[config.mk]
export PLATFORM = sky130hd
export DESIGN_NAME = fetch_ctrl_flat
export DESIGN_NICKNAME = d
export VERILOG_FILES = /design/src/rtl/fetch_ctrl_if.sv /design/src/rtl/fetch_ctrl.sv /design/src/flat_wrapper.sv
export SDC_FILE = /design/constraint.sdc
export NUM_CORES = 1
export LEC_CHECK = 0
export ABC_AREA = 1
export CORE_MARGIN = 2
export CORE_UTILIZATION = 39
export DETAILED_ROUTE_END_ITERATION = 10
export PLACE_DENSITY_LB_ADDON = 0.15
export SYNTH_ARGS = -nofsm -noshare
export SYNTH_HDL_FRONTEND = slang
export SYNTH_SLANG_ARGS = --single-unit
[constraint.sdc]
create_clock -name clock -period 1.9 [get_ports clock]
set_input_delay 0.38 -clock clock [delete_from_list [all_inputs] [get_ports clock]]
set_output_delay 0.38 -clock clock [all_outputs]
set_load 0.01 [all_outputs]
[src/rtl/fetch_ctrl_if.sv]
// Bus bundle for fetch_ctrl: control inputs, program-load handshake, memory port and status.
// The master modport drives the controller; the slave modport is the controller itself.
interface fetch_ctrl_if #(
  parameter int XLEN = 32,
  parameter int ILEN = 32
);
  logic            start;
  logic            start_load;
  logic            halt_req;
  logic            load_valid;
  logic            load_ready;
  logic [ILEN-1:0] load_data;
  logic            load_last;
  logic            stall;
  logic            redirect;
  logic [ILEN-1:0] redirect_pc;
  logic [ILEN-1:0] pc;
  logic [ILEN-1:0] wdata;
  logic            write_en;
  logic            fetch_valid;
  logic [1:0]      state;
  logic            misalign_err;
  logic [XLEN-1:0] run_cycles;
  logic [XLEN-1:0] fetch_count;

  modport master (
    output start, start_load, halt_req,
    output load_valid, load_data, load_last,
    output stall, redirect, redirect_pc,
    input  load_ready, pc, wdata, write_en, fetch_valid,
    input  state, misalign_err, run_cycles, fetch_count
  );

  modport slave (
    input  start, start_load, halt_req,
    input  load_valid, load_data, load_last,
    input  stall, redirect, redirect_pc,
    output load_ready, pc, wdata, write_en, fetch_valid,
    output state, misalign_err, run_cycles, fetch_count
  );
endinterface

[src/rtl/fetch_ctrl.sv]
// Instruction fetch controller: program load into instruction memory, then sequential fetch
// with stall/redirect/halt. Define FETCH_CTRL_PERF_EN to build the run/fetch perf counters.
module fetch_ctrl #(
  parameter int              XLEN     = 32,
  parameter int              ILEN     = 32,
  parameter logic [ILEN-1:0] RESET_PC = '0
) (
  input logic        clock,
  input logic        reset_n,
  fetch_ctrl_if.slave bus
);

  typedef enum logic [1:0] {
    IDLE = 2'd0,
    LOAD = 2'd1,
    RUN  = 2'd2,
    HALT = 2'd3
  } state_e;

  // The start address is always word aligned, whatever the parameter says.
  localparam logic [ILEN-1:0] ResetPc = {RESET_PC[ILEN-1:2], 2'b00};

  state_e          state_q;
  logic [ILEN-1:0] pc_q;
  logic            misalign_q;

  logic            handshake;
  logic            startAccept;
  logic [ILEN-1:0] pcPlus4;

  assign handshake   = (state_q == LOAD) & bus.load_valid;
  assign startAccept = ((state_q == IDLE) | (state_q == HALT)) & bus.start;
  assign pcPlus4     = pc_q + ILEN'(4);

  assign bus.load_ready   = (state_q == LOAD);
  assign bus.write_en     = handshake;
  assign bus.wdata        = handshake ? bus.load_data : '0;
  assign bus.fetch_valid  = (state_q == RUN) & ~bus.stall;
  assign bus.pc           = pc_q;
  assign bus.state        = state_q;
  assign bus.misalign_err = misalign_q;

  always_ff @(posedge clock or negedge reset_n) begin
    if (!reset_n) begin
      state_q    <= IDLE;
      pc_q       <= ResetPc;
      misalign_q <= 1'b0;
    end else begin
      case (state_q)
        IDLE, HALT: begin
          if (bus.start_load) begin
            state_q    <= LOAD;
            pc_q       <= ResetPc;
            misalign_q <= 1'b0;
          end else if (bus.start) begin
            state_q    <= RUN;
            pc_q       <= ResetPc;
            misalign_q <= 1'b0;
          end
        end
        LOAD: begin
          if (handshake) begin
            if (bus.load_last) begin
              state_q <= IDLE;
              pc_q    <= ResetPc;
            end else begin
              pc_q <= pcPlus4;
            end
          end
        end
        RUN: begin
          // A misaligned redirect target is never taken; the old pc is kept for debug.
          if (bus.halt_req) begin
            state_q <= HALT;
          end else if (bus.redirect) begin
            if (bus.redirect_pc[1:0] != 2'b00) begin
              state_q    <= HALT;
              misalign_q <= 1'b1;
            end else begin
              pc_q <= bus.redirect_pc;
            end
          end else if (!bus.stall) begin
            pc_q <= pcPlus4;
          end
        end
      endcase
    end
  end

`ifdef FETCH_CTRL_PERF_EN
  logic [XLEN-1:0] runCycles_q, runCycles_d;
  logic [XLEN-1:0] fetchCount_q, fetchCount_d;

  // Both counters stick at all-ones rather than wrapping.
  always_comb begin
    runCycles_d  = runCycles_q;
    fetchCount_d = fetchCount_q;
    if (startAccept) begin
      runCycles_d  = '0;
      fetchCount_d = '0;
    end else begin
      if ((state_q == RUN) && !(&runCycles_q)) begin
        runCycles_d = runCycles_q + XLEN'(1);
      end
      if (bus.fetch_valid && !(&fetchCount_q)) begin
        fetchCount_d = fetchCount_q + XLEN'(1);
      end
    end
  end

  always_ff @(posedge clock or negedge reset_n) begin
    if (!reset_n) begin
      runCycles_q  <= '0;
      fetchCount_q <= '0;
    end else begin
      runCycles_q  <= runCycles_d;
      fetchCount_q <= fetchCount_d;
    end
  end

  assign bus.run_cycles  = runCycles_q;
  assign bus.fetch_count = fetchCount_q;
`else
  assign bus.run_cycles  = '0;
  assign bus.fetch_count = '0;
`endif

endmodule

[src/flat_wrapper.sv]
// flat-port wrapper written by rule: the top's interface ports become plain ports
module fetch_ctrl_flat 
#(
  parameter int              XLEN     = 32,
  parameter int              ILEN     = 32,
  parameter logic [ILEN-1:0] RESET_PC = '0
)
  (clock, reset_n, bus_start, bus_start_load, bus_halt_req, bus_load_valid, bus_load_data, bus_load_last, bus_stall, bus_redirect, bus_redirect_pc, bus_load_ready, bus_pc, bus_wdata, bus_write_en, bus_fetch_valid, bus_state, bus_misalign_err, bus_run_cycles, bus_fetch_count);
  fetch_ctrl_if #(.XLEN(XLEN), .ILEN(ILEN)) bus_i ();
  input logic clock;
  input logic reset_n;
  input wire logic [$bits(bus_i.start)-1:0] bus_start;
  input wire logic [$bits(bus_i.start_load)-1:0] bus_start_load;
  input wire logic [$bits(bus_i.halt_req)-1:0] bus_halt_req;
  input wire logic [$bits(bus_i.load_valid)-1:0] bus_load_valid;
  input wire logic [$bits(bus_i.load_data)-1:0] bus_load_data;
  input wire logic [$bits(bus_i.load_last)-1:0] bus_load_last;
  input wire logic [$bits(bus_i.stall)-1:0] bus_stall;
  input wire logic [$bits(bus_i.redirect)-1:0] bus_redirect;
  input wire logic [$bits(bus_i.redirect_pc)-1:0] bus_redirect_pc;
  output wire logic [$bits(bus_i.load_ready)-1:0] bus_load_ready;
  output wire logic [$bits(bus_i.pc)-1:0] bus_pc;
  output wire logic [$bits(bus_i.wdata)-1:0] bus_wdata;
  output wire logic [$bits(bus_i.write_en)-1:0] bus_write_en;
  output wire logic [$bits(bus_i.fetch_valid)-1:0] bus_fetch_valid;
  output wire logic [$bits(bus_i.state)-1:0] bus_state;
  output wire logic [$bits(bus_i.misalign_err)-1:0] bus_misalign_err;
  output wire logic [$bits(bus_i.run_cycles)-1:0] bus_run_cycles;
  output wire logic [$bits(bus_i.fetch_count)-1:0] bus_fetch_count;
  assign bus_i.start = bus_start;
  assign bus_i.start_load = bus_start_load;
  assign bus_i.halt_req = bus_halt_req;
  assign bus_i.load_valid = bus_load_valid;
  assign bus_i.load_data = bus_load_data;
  assign bus_i.load_last = bus_load_last;
  assign bus_i.stall = bus_stall;
  assign bus_i.redirect = bus_redirect;
  assign bus_i.redirect_pc = bus_redirect_pc;
  assign bus_load_ready = bus_i.load_ready;
  assign bus_pc = bus_i.pc;
  assign bus_wdata = bus_i.wdata;
  assign bus_write_en = bus_i.write_en;
  assign bus_fetch_valid = bus_i.fetch_valid;
  assign bus_state = bus_i.state;
  assign bus_misalign_err = bus_i.misalign_err;
  assign bus_run_cycles = bus_i.run_cycles;
  assign bus_fetch_count = bus_i.fetch_count;
  fetch_ctrl #(.XLEN(XLEN), .ILEN(ILEN), .RESET_PC(RESET_PC)) u_core (.clock(clock), .reset_n(reset_n), .bus(bus_i));
endmodule
==> out/summary.md, run 1 <==
Outcome
- result of the run: complete, no violations

Synth
- Adder-Cell Fraction of Synth Area: 1.07%
- netlist area before placement: 0.00352 mm^2
- mux contribution to synthesized area: 0%
- Mapped Avg Cell Area: 6.00 um^2
- Post-synth top flop: dfrtp_1
- most numerous cell types in the synthesized netlist: nand2_1, nor2_1, inv_1
- Ys Warns: 0
- main combinational cell family by area after synthesis: simple AND/OR/NAND/NOR gates
- number of flops mapped to enable cells by yosys: 0
- most numerous cell in the Yosys netlist: nand2_1
- async set-reset flop share out of synthesis: 100%
- portion of the post-synthesis area used by sequential elements: 24.9%
- register bit count reported by yosys: 35
- post-synthesis instance total: 587
- synthesized-area fraction occupied by ao, oa, aoi and oai cells: 4.90%
- Netlist cell types: 30
- top cells by area, synth: dfrtp_1, nand2_1, buf_4
- xor/xnor share of the synthesized area: 1.49%
- simple-gate share of the synthesized area: 42.8%
- share of the synthesized area in the top cell type: 24.9%
- cell type with the largest total area after synthesis: dfrtp_1

Global routing
- leftover overflow at the end of global routing: 0
- via count of the first global-routing pass: 3659
- global routing usage summed across all routing layers: 21.4%
- largest net degree at the start of global routing: 36
- global-route wire length before repair: 17.3 mm
- initial antenna violation count: 0

Detailed routing
- DR vias: 3856
- DRC viols: 0
- starting DRC count in detailed routing: 148
- ANT nets after route: 0
- post-detailed-route wirelength per cell: 12.6 um
- mean number of vias per cell: 4.52
- detailed-route wire length: 10.8 mm
- number of iterations in the first detailed-routing pass: 4

Clock tree
- number of H-tree levels: 2
- Clock transition at path regs: 0.08 ns
- later-pin clock latency in the skew report: 0.29 ns
- clock sink total: 35
- cts hold-fix bufs: 0
- clock tree from TritonCTS: yes
- clock buffers created by TritonCTS: 5
- Bufs on Longest Clock Path: 2
- cell at the root of the clock tree: clkbuf_8

Power and ir drop
- net switching share of the total power: 46.0%
- LEAKAGE: 2.60 nW
- total net switching power: 0.00234 W
- total internal power: 0.00275 W
- total power: 0.00510 W
- power share of the clock group: 10.6%
- power per standard cell area: 1010 mW/mm^2
- power share of the sequential group: 25.6%
- Combinational Power Share: 63.7%
- maximum ir drop on the vdd rail: 0.000756 V

Critical path
- critical path fanouts, max: 4
- cell type of the slowest stage on the worst timing path: clkdlybuf4s50_1
- Crit path largest cell delay: 0.47 ns
- critical path cell sequence: buf_4 > buf_4 > clkdlybuf4s50_1
- critical path class: flop to output pin
- CP Data Required Time: 1.52 ns
- Worst path most repeated cell: buf_4
- startpoint type of the worst setup path: flop
- signal arrival time at the worst endpoint: 1.47 ns
- capturing element type of the critical path: output pin

Timing
- Period minus WS final: 1.85 ns
- max-slew violation count: 0
- Final setup violation count: 0
- setup repair after global routing missed its margin: true
- Final Hold Fails: 0
- Fmax: 0.540 GHz
- post-route clock skew: 0.00714 ns
- portion of the clock cycle consumed by the worst path in the final layout: 97.5%

Layout
- Final Cell Area: 0.00502 mm^2
- Sequential cell area: 878 um^2
- number of fillers in the final layout: 877
- diode count: 0
- area of the multi-input gates: 0.00208 mm^2
- number of nets in the finished design: 821
- fraction of final layout cells sized beyond drive strength 1: 13.8%
- growth of design area from synthesis to finish: 42.6%

Min path
- Hold WC Path Type: flop to flop

Job
- max-capacitance violation count: 0

Floorplanning
- Die Width: 99.1 um
- Core Rows: 34
- io pins: 207
- starting density of the core: 40.4%
- Die Y-Extent: 99.1 um
- core area: 0.00872 mm^2
- total die area: 0.00981 mm^2

Placed design
- DP HPWL: 8.39 mm
- DP Area: 0.00494 mm^2
- count of buffers from port buffering: 142
- GPL Wtd Cong: 0.894

-- stage by stage --
stage,hold WS [ns],util [%],TNS [ns],cells,setup slack [ns]
after floorplan,0.0844,-,0,650,0.188
after global placement,0.487,56.7,-10.76,842,-0.270
after detailed placement,0.491,56.7,-12.82,842,-0.309
after CTS,0.502,56.7,0,850,0.0176
after global routing,0.519,57.6,-0.120,854,-0.0167
final,0.494,57.6,0,854,0.0478
-- critical path: cells and delay by family, from the launching register on --
family / cells / cell delay, ns
flip-flops: 1 / 0.45
buffers and inverters: 3 / 0.74
-- power groups by stage --
stage	registers [W]	clock network (W)	logic, W
final	0.00131	0.000542	0.00325
after global placement	0.00130	0	0.00297
after detailed placement	0.00131	0	0.00302
after floorplan	0.00132	0	0.00154
after CTS	0.00131	0.000554	0.00297
after global routing	0.00135	0.000581	0.00355
-- cells by family (layout without fill, tap and decap cells) --
family,count (synthesis),after routing
simple gates,353,353
buf+inv,158,254
flops,35,35
compound gates,31,31
xor+xnor,6,6
fa+ha+maj,3,3
other cells,1,64
-- path summary, 6_finish.rpt --
check	from	endpoint	slack (ns)	cells past startpoint
hold reg to reg	u_core.bus.pc[0]$_DFFE_PN0P_	u_core.bus.pc[0]$_DFFE_PN0P_	0.49	2
setup reg to reg	u_core.bus.state[1]$_DFFE_PN0P_	u_core.bus.pc[9]$_DFFE_PN0P_	0.09	11
max in group asynchronous	reset_n	u_core.bus.pc[3]$_DFFE_PN0P_	1.01	2
setup / recovery	u_core.bus.state[0]$_DFFE_PN0P_	bus_state[0]	0.05	3
min in group asynchronous	reset_n	u_core.bus.pc[9]$_DFFE_PN0P_	0.51	2
hold / removal	u_core.bus.pc[0]$_DFFE_PN0P_	u_core.bus.pc[0]$_DFFE_PN0P_	0.49	2
-- sequential cells by signal (all words and copies together) (netlist names) --
signal and flops:
u_core.bus.misalign_err 1, u_core.bus.pc 32, u_core.bus.state 2
-- cell usage in the layout, fill, tap and decap left out, types with 4 or more instances in the layout --
master	netlist	final
clkdlybuf4s15_2	0	4
nor2_4	7	8
nor2_2	4	6
o21ai_0	21	21
inv_1	79	77
nand2_1	202	200
conb_1	1	64
xor2_1	6	6
clkbuf_8	2	5
buf_4	65	17
nand4_1	4	4
clkdlybuf4s50_1	0	107
nand2_2	5	7
nand3_1	40	40
dfrtp_1	35	33
nor2_1	81	78
buf_2	4	29
buf_12	0	4
-- layout make-up --
class / count / share of cell area, %
multi-input cells: 457 / 41.4
flip-flops and latches: 35 / 17.5
repair buffers: 166 / 30.8
well taps: 108 / 2.69
clock buffers: 5 / 1.37
clock inverters: 3 / 0.299
inverters: 80 / 5.98
-- metal layers --
layer	track usage, %	routed length, um	vias to the layer above
li1	-	-	1965
met1	25.9	4310	1713
met2	39.3	5490	168
met3	4.47	873	10
met4	4.11	99	0
met5	0	0	-
-- repair_timing --
| action | CTS | global route |
|---|---|---|
| hold endpoints to repair | 0 | 0 |
| pin swaps | 0 | 1 |
| setup buffers | 0 | 2 |
| setup endpoints to repair | 48 | 46 |
| gates resized for setup | 130 | 19 |
| gates cloned | 0 | 2 |
No activity file was read; power rests on OpenSTA's default activity.
==> run 2: changes to the inputs <==
- CORE_UTILIZATION: 39 -> 40
- CTS_BUF_LIST: unset -> sky130_fd_sc_hd__clkbuf_8
- HOLD_SLACK_MARGIN: unset -> 0.02
==> run 2 against run 1 <==
Compared with the run above:
- worst hold slack better by 0.013 ns
- wire length fell by 3.9%
- cell count shrank 0.23%
- register-to-register slack barely moved
- maximum frequency down 0.84%
- first-iteration DRC count down 26%
- total power is 3.3% lower
- clock-buffer cell count is the same
- flip-flop and latch count stayed put
- non-clock buffer count is 2 lower
- die area fell by 2.4%
- setup slack lost 0.016 ns
==> out/summary.md, run 2 (synthesized netlist as in run 1, its figures left out) <==
Critical path
- Reg-to-Reg End: u_core.bus.pc[9]$_DFFE_PN0P_
- critical path class: flop to output pin
- Reg-to-Reg Start: u_core.bus.state[0]$_DFFE_PN0P_
- signal arrival time at the worst endpoint: 1.49 ns, +0.02 ns
- CP Data Required Time: 1.52 ns, about the same
- flop2flop setup slack: 0.10 ns, about the same
- startpoint type of the worst setup path: flop
- capturing element type of the critical path: output pin
- critical path fanouts, max: 33, +29
- count of cells along the worst register-to-register path: 11, unchanged

Global routing
- largest net degree at the start of global routing: 36, unchanged
- global routing usage summed across all routing layers: 21.1%, -0.28 points
- global-route wire length before repair: 17.0 mm, -1.8%
- via count of the first global-routing pass: 3563, -2.6%
- leftover overflow at the end of global routing: 0, unchanged
- initial antenna violation count: 0, unchanged

Power and ir drop
- power per standard cell area: 994 mW/mm^2, -2.0%
- LEAKAGE: 2.59 nW, -0.66%
- maximum ir drop on the vdd rail: 0.000755 V, about the same

Min path
- Hold WC Path Type: flop to flop
- instance count along the most critical hold path: 2, unchanged
- hold wc startpoint: u_core.bus.pc[1]$_DFFE_PN0P_
- sink of the worst hold path: u_core.bus.pc[1]$_DFFE_PN0P_

Job
- max-capacitance violation count: 0, unchanged

Timing
- Fmax: 0.535 GHz, -0.84%
- post-route clock skew: 0.0131 ns, +0.00591 ns
- Final setup violation count: 0, unchanged
- Final Hold Slack: 0.506 ns, +0.0125 ns
- Period minus WS final: 1.87 ns, +0.0158 ns
- Final Hold Fails: 0, unchanged
- post-route setup TNS: 0 ns, unchanged
- setup slack after layout: 0.0320 ns, -0.0158 ns
- max-slew violation count: 0, unchanged
- setup repair after global routing missed its margin: true
- portion of the clock cycle consumed by the worst path in the final layout: 98.3%, +0.83 points

Layout
- number of fillers in the final layout: 914, +4.2%
- max reg flops: 32, unchanged
- number of nets in the finished design: 819, -0.24%
- growth of design area from synthesis to finish: 40.7%
- leading cell type in the layout, fill and taps excluded: nand2_1
- commonest cells after routing, fill and taps aside: nand2_1, clkdlybuf4s50_1, inv_1
- diode count: 0, unchanged
- fraction of final layout cells sized beyond drive strength 1: 13.4%, -0.37 points

Floorplanning
- starting density of the core: 40.8%, +0.40 points
- core area: 0.00864 mm^2, -0.98%
- Core Rows: 34, unchanged
- Die Width: 97.9 um, -1.2%
- total die area: 0.00958 mm^2, -2.4%
- io pins: 207, unchanged
- Die Y-Extent: 97.9 um, -1.2%

Clock tree
- number of H-tree levels: 2, unchanged
- clock tree from TritonCTS: yes
- clock sink total: 35, unchanged
- clock buffers created by TritonCTS: 5, unchanged
- Clock transition at path regs: 0.08 ns, about the same
- Bufs on Longest Clock Path: 2, unchanged
- cts hold-fix bufs: 0, unchanged
- later-pin clock latency in the skew report: 0.30 ns, about the same
- cell at the root of the clock tree: clkbuf_8

Placed design
- worst slack at placement: -0.282 ns, +0.0273 ns
- count of buffers from port buffering: 142, unchanged
- DP HPWL: 8.23 mm, -1.9%
- GPL Wtd Cong: 0.883, -1.2%

Detailed routing
- number of iterations in the first detailed-routing pass: 4, unchanged
- DRC viols: 0, unchanged
- mean number of vias per cell: 4.47, -1.1%
- ANT nets after route: 0, unchanged
- DR vias: 3806, -1.3%
- detailed-route wire length: 10.4 mm, -3.9%
- starting DRC count in detailed routing: 110, -26%
- post-detailed-route wirelength per cell: 12.2 um, -3.7%

Outcome
- result of the run: complete, no violations

run 2: cell types whose count changed in the layout (fill, tap and decap cells not counted), sizes merged:
cell / before / now
buf: 51 / 54
clkbuf: 7 / 6
clkdlybuf4s15: 4 / 0
clkinv: 3 / 1
clkinvlp: 0 / 1
inv: 80 / 81
run 2: how the worst max path moves through the flow:
stage | from | to | slack [ns]
final | u_core.bus.state[1]$_DFFE_PN0P_ | bus_wdata[2] | 0.03
after global routing | u_core.bus.state[1]$_DFFE_PN0P_ | bus_wdata[2] | -0.04
after CTS | u_core.bus.state[1]$_DFFE_PN0P_ | bus_wdata[23] | -0.02
after detailed placement | bus_load_valid | bus_wdata[2] | -0.28
after global placement | bus_load_valid | bus_wdata[12] | -0.25
after floorplan | u_core.bus.state[0]$_DFFE_PN0P_ | u_core.bus.pc[5]$_DFFE_PN0P_ | 0.19
run 2: report_power, final:
group	switching, W	internal, W
registers	0.000342	0.000962
logic	0.00162	0.00146
clock network	0.000293	0.000251
total	0.00226	0.00267
run 2: layer usage:
layer	track usage [%]	wire, um	vias to the layer above
li1	-	-	1955
met1	28.6	4680	1710
met2	35.9	5020	130
met3	3.08	538	11
met4	4.59	127	0
met5	0	0	-
run 2: metrics by stage:
stage	total power [W]	utilization [%]	cell area, um^2	std cells
4_1_cts	0.00483	58.2	5030	848
6_report	0.00493	57.4	4960	852
3_5_place_dp	0.00430	57.1	4930	839
5_1_grt	0.00531	57.4	4960	852
2_1_floorplan	0.00286	-	3760	650
3_3_place_gp	0.00426	57.1	4930	839
run 2: final cells by class:
cell class,count,area (um^2),area share [%]
Clock buffer,5,68.8,1.39
Clock inverter,3,16.3,0.328
Inverter,80,300,6.06
Multi-Input combinational cell,457,2070,41.7
Sequential cell,35,876,17.7
Tap cell,108,135,2.73
Timing Repair Buffer,164,1490,30.1
run 2: timing repair:
item                       4_1_cts  5_1_grt
resized for setup              110       40
setup buffers                    1        4
pin swaps                        0        2
setup endpoints to repair       47       60
run 2: critical path, stage by stage, from the launching register on:
cell and delay (ns):
dfrtp_1 0.44, inv_2 0.08, ha_2 0.18, nand2_2 0.06, buf_12 0.16, nor2_1 0.11, buf_2 0.15
